## src/rtl/modem_ctrl_array.sv

```systemverilog
// Multi-channel 16550-style modem control/status: per-channel input sync + debounce,
// MCR/MSR with sticky deltas, loopback, auto-RTS/CTS flow control and modem-status irq.
module modem_ctrl_array #(
  parameter int NUM_CH          = 4,
  parameter int SYNC_STAGES     = 2,
  parameter int DEBOUNCE_CYCLES = 4,
  localparam int CH_W           = (NUM_CH > 1) ? $clog2(NUM_CH) : 1
) (
  input  logic              CLK,
  input  logic              RESET,
  input  logic [NUM_CH-1:0] nCTS,
  input  logic [NUM_CH-1:0] nDSR,
  input  logic [NUM_CH-1:0] nRI,
  input  logic [NUM_CH-1:0] nDCD,
  output logic [NUM_CH-1:0] nRTS,
  output logic [NUM_CH-1:0] nDTR,
  output logic [NUM_CH-1:0] OUT1,
  output logic [NUM_CH-1:0] OUT2,
  input  logic              mcr_wr,
  input  logic [CH_W-1:0]   mcr_ch,
  input  logic [5:0]        mcr_wdata,
  input  logic              msr_rd,
  input  logic [CH_W-1:0]   msr_ch,
  output logic [7:0]        msr_rdata,
  input  logic [NUM_CH-1:0] msi_en,
  input  logic [NUM_CH-1:0] rx_almost_full,
  output logic [NUM_CH-1:0] irq,
  output logic [NUM_CH-1:0] tx_hold
);

  logic [NUM_CH-1:0]      wr_sel, rd_sel;
  logic [NUM_CH-1:0][7:0] ch_msr;
  logic [7:0]             rdata_q, rdata_d;

  // Address decode; out-of-range channels select nothing and read back zero.
  always_comb begin
    wr_sel  = '0;
    rd_sel  = '0;
    rdata_d = rdata_q;
    if (mcr_wr && (int'(mcr_ch) < NUM_CH)) wr_sel[mcr_ch] = 1'b1;
    if (msr_rd) begin
      rdata_d = '0;
      if (int'(msr_ch) < NUM_CH) begin
        rd_sel[msr_ch] = 1'b1;
        rdata_d        = ch_msr[msr_ch];
      end
    end
  end

  always_ff @(posedge CLK) begin
    if (RESET) rdata_q <= '0;
    else       rdata_q <= rdata_d;
  end

  assign msr_rdata = rdata_q;

  for (genvar g = 0; g < NUM_CH; g++) begin : g_ch
    // Line order in every 4-bit vector: [0] CTS, [1] DSR, [2] RI, [3] DCD.
    logic [SYNC_STAGES-1:0][3:0] sync_q, sync_d;
    logic [3:0][7:0]             cnt_q, cnt_d;
    logic [3:0]                  deb_q, deb_d;
    logic [3:0]                  stat_q, stat_d;
    logic [3:0]                  dlt_q, dlt_d;
    logic [3:0]                  evt;
    logic [5:0]                  mcr_q, mcr_d;
    logic                        nrts_q, nrts_d, ndtr_q, ndtr_d;
    logic                        out1_q, out1_d, out2_q, out2_d;
    logic                        irq_q, irq_d, txh_q, txh_d;

    always_comb begin
      sync_d[0] = {nDCD[g], nRI[g], nDSR[g], nCTS[g]};
      for (int s = 1; s < SYNC_STAGES; s++) sync_d[s] = sync_q[s-1];

      deb_d = deb_q;
      cnt_d = '0;
      for (int ln = 0; ln < 4; ln++) begin
        if (sync_q[SYNC_STAGES-1][ln] != deb_q[ln]) begin
          if (cnt_q[ln] == 8'(DEBOUNCE_CYCLES - 1)) deb_d[ln] = sync_q[SYNC_STAGES-1][ln];
          else                                      cnt_d[ln] = cnt_q[ln] + 8'd1;
        end
      end

      mcr_d = wr_sel[g] ? mcr_wdata : mcr_q;

      // Status follows the fresh debounced level so pad-to-status is SYNC+DEB cycles;
      // loopback sources come from the registered MCR, hence one cycle after a write.
      stat_d = mcr_q[4] ? {mcr_q[3], mcr_q[2], mcr_q[0], mcr_q[1]} : ~deb_d;
      evt    = {stat_q[3] ^ stat_d[3], stat_q[2] & ~stat_d[2],
                stat_q[1] ^ stat_d[1], stat_q[0] ^ stat_d[0]};
      dlt_d  = (rd_sel[g] ? 4'b0000 : dlt_q) | evt;

      nrts_d = mcr_d[4] | ~(mcr_d[1] & ~(mcr_d[5] & rx_almost_full[g]));
      ndtr_d = mcr_d[4] | ~mcr_d[0];
      out1_d = mcr_d[4] | ~mcr_d[2];
      out2_d = mcr_d[4] | ~mcr_d[3];
      txh_d  = mcr_d[5] & ~stat_q[0];
      irq_d  = msi_en[g] & (|dlt_q);
    end

    always_ff @(posedge CLK) begin
      if (RESET) begin
        sync_q <= '1;
        cnt_q  <= '0;
        deb_q  <= '1;
        stat_q <= '0;
        dlt_q  <= '0;
        mcr_q  <= '0;
        nrts_q <= 1'b1;
        ndtr_q <= 1'b1;
        out1_q <= 1'b1;
        out2_q <= 1'b1;
        irq_q  <= 1'b0;
        txh_q  <= 1'b0;
      end else begin
        sync_q <= sync_d;
        cnt_q  <= cnt_d;
        deb_q  <= deb_d;
        stat_q <= stat_d;
        dlt_q  <= dlt_d;
        mcr_q  <= mcr_d;
        nrts_q <= nrts_d;
        ndtr_q <= ndtr_d;
        out1_q <= out1_d;
        out2_q <= out2_d;
        irq_q  <= irq_d;
        txh_q  <= txh_d;
      end
    end

    assign nRTS[g]    = nrts_q;
    assign nDTR[g]    = ndtr_q;
    assign OUT1[g]    = out1_q;
    assign OUT2[g]    = out2_q;
    assign irq[g]     = irq_q;
    assign tx_hold[g] = txh_q;
    assign ch_msr[g]  = {stat_q, dlt_q};
  end

endmodule
```

## config.mk

```make
export PLATFORM = sky130hd
export DESIGN_NAME = modem_ctrl_array
export DESIGN_NICKNAME = d
export VERILOG_FILES = /design/src/rtl/modem_ctrl_array.sv
export SDC_FILE = /design/constraint.sdc
export NUM_CORES = 1
export LEC_CHECK = 0
export CORE_UTILIZATION = 63
export CTS_BUF_LIST = sky130_fd_sc_hd__clkbuf_16
export CTS_CLUSTER_DIAMETER = 40
export DETAILED_ROUTE_END_ITERATION = 8
export PLACE_DENSITY_LB_ADDON = 0.1
export RECOVER_POWER = 100
export SYNTH_ARGS = -nofsm -noshare
export SYNTH_HDL_FRONTEND = slang
export SYNTH_SLANG_ARGS = --single-unit
```

## constraint.sdc

```tcl
create_clock -name CLK -period 3.5 [get_ports CLK]
set_input_delay 0.35 -clock CLK [delete_from_list [all_inputs] [get_ports CLK]]
set_output_delay 0.35 -clock CLK [all_outputs]
set_load 0.01 [all_outputs]
```

==> results.md <==
- Synth warnings: 0
- Hold EP: g_ch[2].sync_q[5]$_SDFF_PP1_
- Number of diodes: 0
- Post-CTS Setup Bufs: 0
- Row Count: 46
- CP startpoint kind: input pin
- Die Y-Extent: 132 µm
- GPL Wtd Cong: 0.828
- Wirelength per Cell: 15.4 µm
- ANT nets after route: 0
- Peak VDD IR: 0.000444 V
- Sequential share of the synthesized area: 0.500
- Synth async-reset ratio: 0
- Fmax: 379 MHz
- Core area: 16100 µm²
- Synthesized Nets: 1134
- Initial Util: 0.656
- Clock tree buffer depth: 3
- Total CTS buffers: 36
- Crit. End Element: flop
- Failing checks: capacitance limit, slew limit
- Placed cell count: 1316
- Layout cells sized above 1: 0.0929
- Filler cells: 1152
- RSZ-0062 raised after global routing: no
- Final min period: 2.64 ns
- Clk sinks: 264
- Synthesized instance count: 1080
- Post_cts resized: 0
- First-pass GRT wire length: 35.3 mm
- Nets: 1192
- Hold WC Path Type: reg2reg
- Post-DP HPWL: 14.5 mm
- Post-synth cell types: 51
- R2R cell count: 5
- PortBufs: 69
- Top FF cell, synth: dfxtp_1
- Final setup fails: 0
- Max cap viols: 1
- Drt pass-1 iters: 5
- Max-slew violations: 41
- CP required: 3.88 ns
- Area occupied by multi-input gates: 4880 µm²
- Fin Setup TNS: 0 ns
- Status: complete, but fails checks
- CTS clk-pin slew, worst paths: 0.06 ns
- # IOs: 70
- Via density: 5.59
- Worst hold start: g_ch[2].sync_d[5]$_SDFF_PP1_
- Initial DRC Count: 404
- Drt drc: 0
- Total grt overflow: 0
- Slew HR: -0.107
- Worst reg2reg path endpoint: g_ch[3].dlt_q[2]$_SDFF_PP0_
- Die width: 132 µm
- Area grow syn2layout: 16.9%
- CTS tree: built
- GR Util All Layers: 0.247
- CP Data Arrival Time: 3.02 ns
- FF-to-FF Start: g_ch[3].cnt_q[16]$_SDFF_PP0_
- Overall Power: 6.68 mW
- Overall routed net length: 21.3 mm
- Post-synth EDFFs: 0
- Mapped Area: 10600 µm²
- Vias in the first global route: 7347
- Root Driver: clkbuf_16
- Initial antenna violation count: 0
- Worst-Skew Late Latency: 0.50 ns
- Slew @ Worst Pin: 1.66 ns
- Slack of the worst reg-to-reg path: 1.27 ns
- Pleak: 4.75 nW
- Synth Register Bits: 264
- Sequential Area: 5290 µm²
- Crit Path Category: in2reg
- H-tree depth: 2
- PwrDens: 541 nW/µm²
- Tcrit/Tclk final: 0.754
- Pin count of the biggest net entering global routing: 46
- Worst Path Max Fanout: 40
- Clock Skew: 0.0138 ns
- CTS hold repair buffers: 0
- Syn_area_per_cell: 9.78 µm²
- DIE AREA: 17300 µm²
- Hold depth: 1
- Layout Cells excl Fill: 1378
- Vias: 7702
- Final hold vios: 0
[synth_stat cells, types with 5 or more instances]
| library cell | n | share of area |
|---|---|---|
| a311oi_1 | 12 | 0.0099 |
| and4_1 | 13 | 0.011 |
| a41o_1 | 12 | 0.011 |
| o211ai_1 | 7 | 0.0050 |
| nor3_1 | 8 | 0.0038 |
| nand2b_1 | 8 | 0.0047 |
| or4b_1 | 10 | 0.0095 |
| xnor2_1 | 37 | 0.031 |
| inv_1 | 21 | 0.0075 |
| nor2_1 | 161 | 0.057 |
| a21oi_1 | 29 | 0.014 |
| ha_1 | 16 | 0.019 |
| mux2i_1 | 32 | 0.030 |
| dfxtp_1 | 264 | 0.50 |
| a311o_1 | 6 | 0.0057 |
| o41ai_1 | 12 | 0.0099 |
| mux4_2 | 8 | 0.017 |
| o21ba_2 | 5 | 0.0047 |
| or4_1 | 11 | 0.0078 |
| and3_1 | 37 | 0.022 |
| clkbuf_1 | 25 | 0.0089 |
| or3_1 | 5 | 0.0030 |
| or2_2 | 32 | 0.019 |
| nor4_1 | 7 | 0.0041 |
| xor2_1 | 74 | 0.061 |
| nand3_1 | 83 | 0.039 |
| nand2_1 | 70 | 0.025 |
| buf_4 | 25 | 0.018 |
[through the flow]
| step | hold slack [ns] | util | instance area, µm² | worst slack, ns |
|---|---|---|---|---|
| floorplan | 0.389 | - | 10600 | 1.64 |
| global placement | 0.391 | 0.699 | 11300 | 1.29 |
| detailed placement | 0.393 | 0.699 | 11300 | 1.26 |
| CTS | 0.209 | 0.769 | 12400 | 1.32 |
| global route | 0.403 | 0.766 | 12300 | 0.610 |
| finish | 0.405 | 0.766 | 12300 | 0.860 |
[flip-flops by register name, indices dropped and copies added, names as in the netlist]
name / count
g_ch.stat_q: 16
g_ch.out2_q: 4
g_ch.txh_q: 4
g_ch.irq_q: 4
g_ch.sync_d: 16
g_ch.dlt_q: 16
g_ch.deb_q: 16
g_ch.cnt_q: 128
msr_rdata: 8
g_ch.ndtr_q: 4
g_ch.mcr_q: 24
g_ch.out1_q: 4
g_ch.nrts_q: 4
g_ch.sync_q: 16
[routing by layer]
metal  track usage  wire length (µm)
met4        0.0904               507
met5             0                 0
met2         0.421             10200
met1         0.314              9590
met3        0.0405               968
[critical path: stages]
cell and delay (ns):
clkbuf_1 0.83, clkbuf_1 1.27, or3_1 0.46, nor2_1 0.09
[area by class of cell]
class	instances	share of cell area
Tap cell	216	0.0219
Multi-Input combinational cell	742	0.395
Inverter	21	0.00638
Sequential cell	264	0.428
Clock buffer	37	0.0750
Clock inverter	25	0.0163
Timing Repair Buffer	73	0.0572
[where the power goes]
group | internal [mW] | total, mW | switching [mW]
combinational | 0.102 | 0.209 | 0.107
clock | 2.08 | 3.39 | 1.31
sequential | 3.05 | 3.08 | 0.0308
[kinds of logic (layout without fill, tap and decap cells)]
kind of cell,after synthesis,count (layout),synth area share
XOR/XNOR,111,111,0.0920
flip-flops,264,264,0.500
AND/OR/NAND/NOR,473,473,0.229
buffers and inverters,74,156,0.0353
adder cells (fa/ha/maj),16,16,0.0189
multiplexers,40,40,0.0474
AO/OA/AOI/OAI,102,102,0.0773
[cell usage in the layout (no fill, tap or decap), types with 3 or more instances in the layout]
cell type,n
dfxtp_1,264
mux2i_1,32
a21oi_1,29
dlygate4sd3_1,42
or4_1,15
a311oi_1,13
nand2_1,70
o211ai_1,7
mux4_2,8
nor3b_1,4
xnor2_1,37
a21boi_0,4
clkinv_2,4
or3_1,5
nand2b_1,8
clkinvlp_4,4
a41o_1,12
clkbuf_1,3
ha_1,16
or2_2,32
nor3_1,8
nand3_1,83
and3_1,37
clkinv_1,6
and2_1,4
inv_1,24
o21ba_2,5
nand3b_1,4
xor2_1,74
o21a_1,4
o41ai_1,12
and4_1,13
a311o_1,6
o41a_1,4
nor2_1,161
clkdlybuf4s50_1,26
or4b_1,12
clkbuf_16,37
nor4_1,7
[worst max-delay path by stage]
stage | from | endpoint | slack (ns) | depth (start not counted)
floorplan | g_ch[0].cnt_q[8]$_SDFF_PP0_ | g_ch[0].cnt_q[10]$_SDFF_PP0_ | 1.64 | 5
global placement | msr_ch[0] | g_ch[0].dlt_q[3]$_SDFF_PP0_ | 1.29 | 5
detailed placement | msr_ch[0] | g_ch[0].dlt_q[0]$_SDFF_PP0_ | 1.26 | 5
CTS | g_ch[1].cnt_q[24]$_SDFF_PP0_ | g_ch[1].cnt_q[31]$_SDFF_PP0_ | 1.32 | 5
global route | RESET | g_ch[3].cnt_q[8]$_SDFF_PP0_ | 0.61 | 4
finish | RESET | g_ch[3].cnt_q[11]$_SDFF_PP0_ | 0.86 | 4
(Power assumes the default switching activity.)
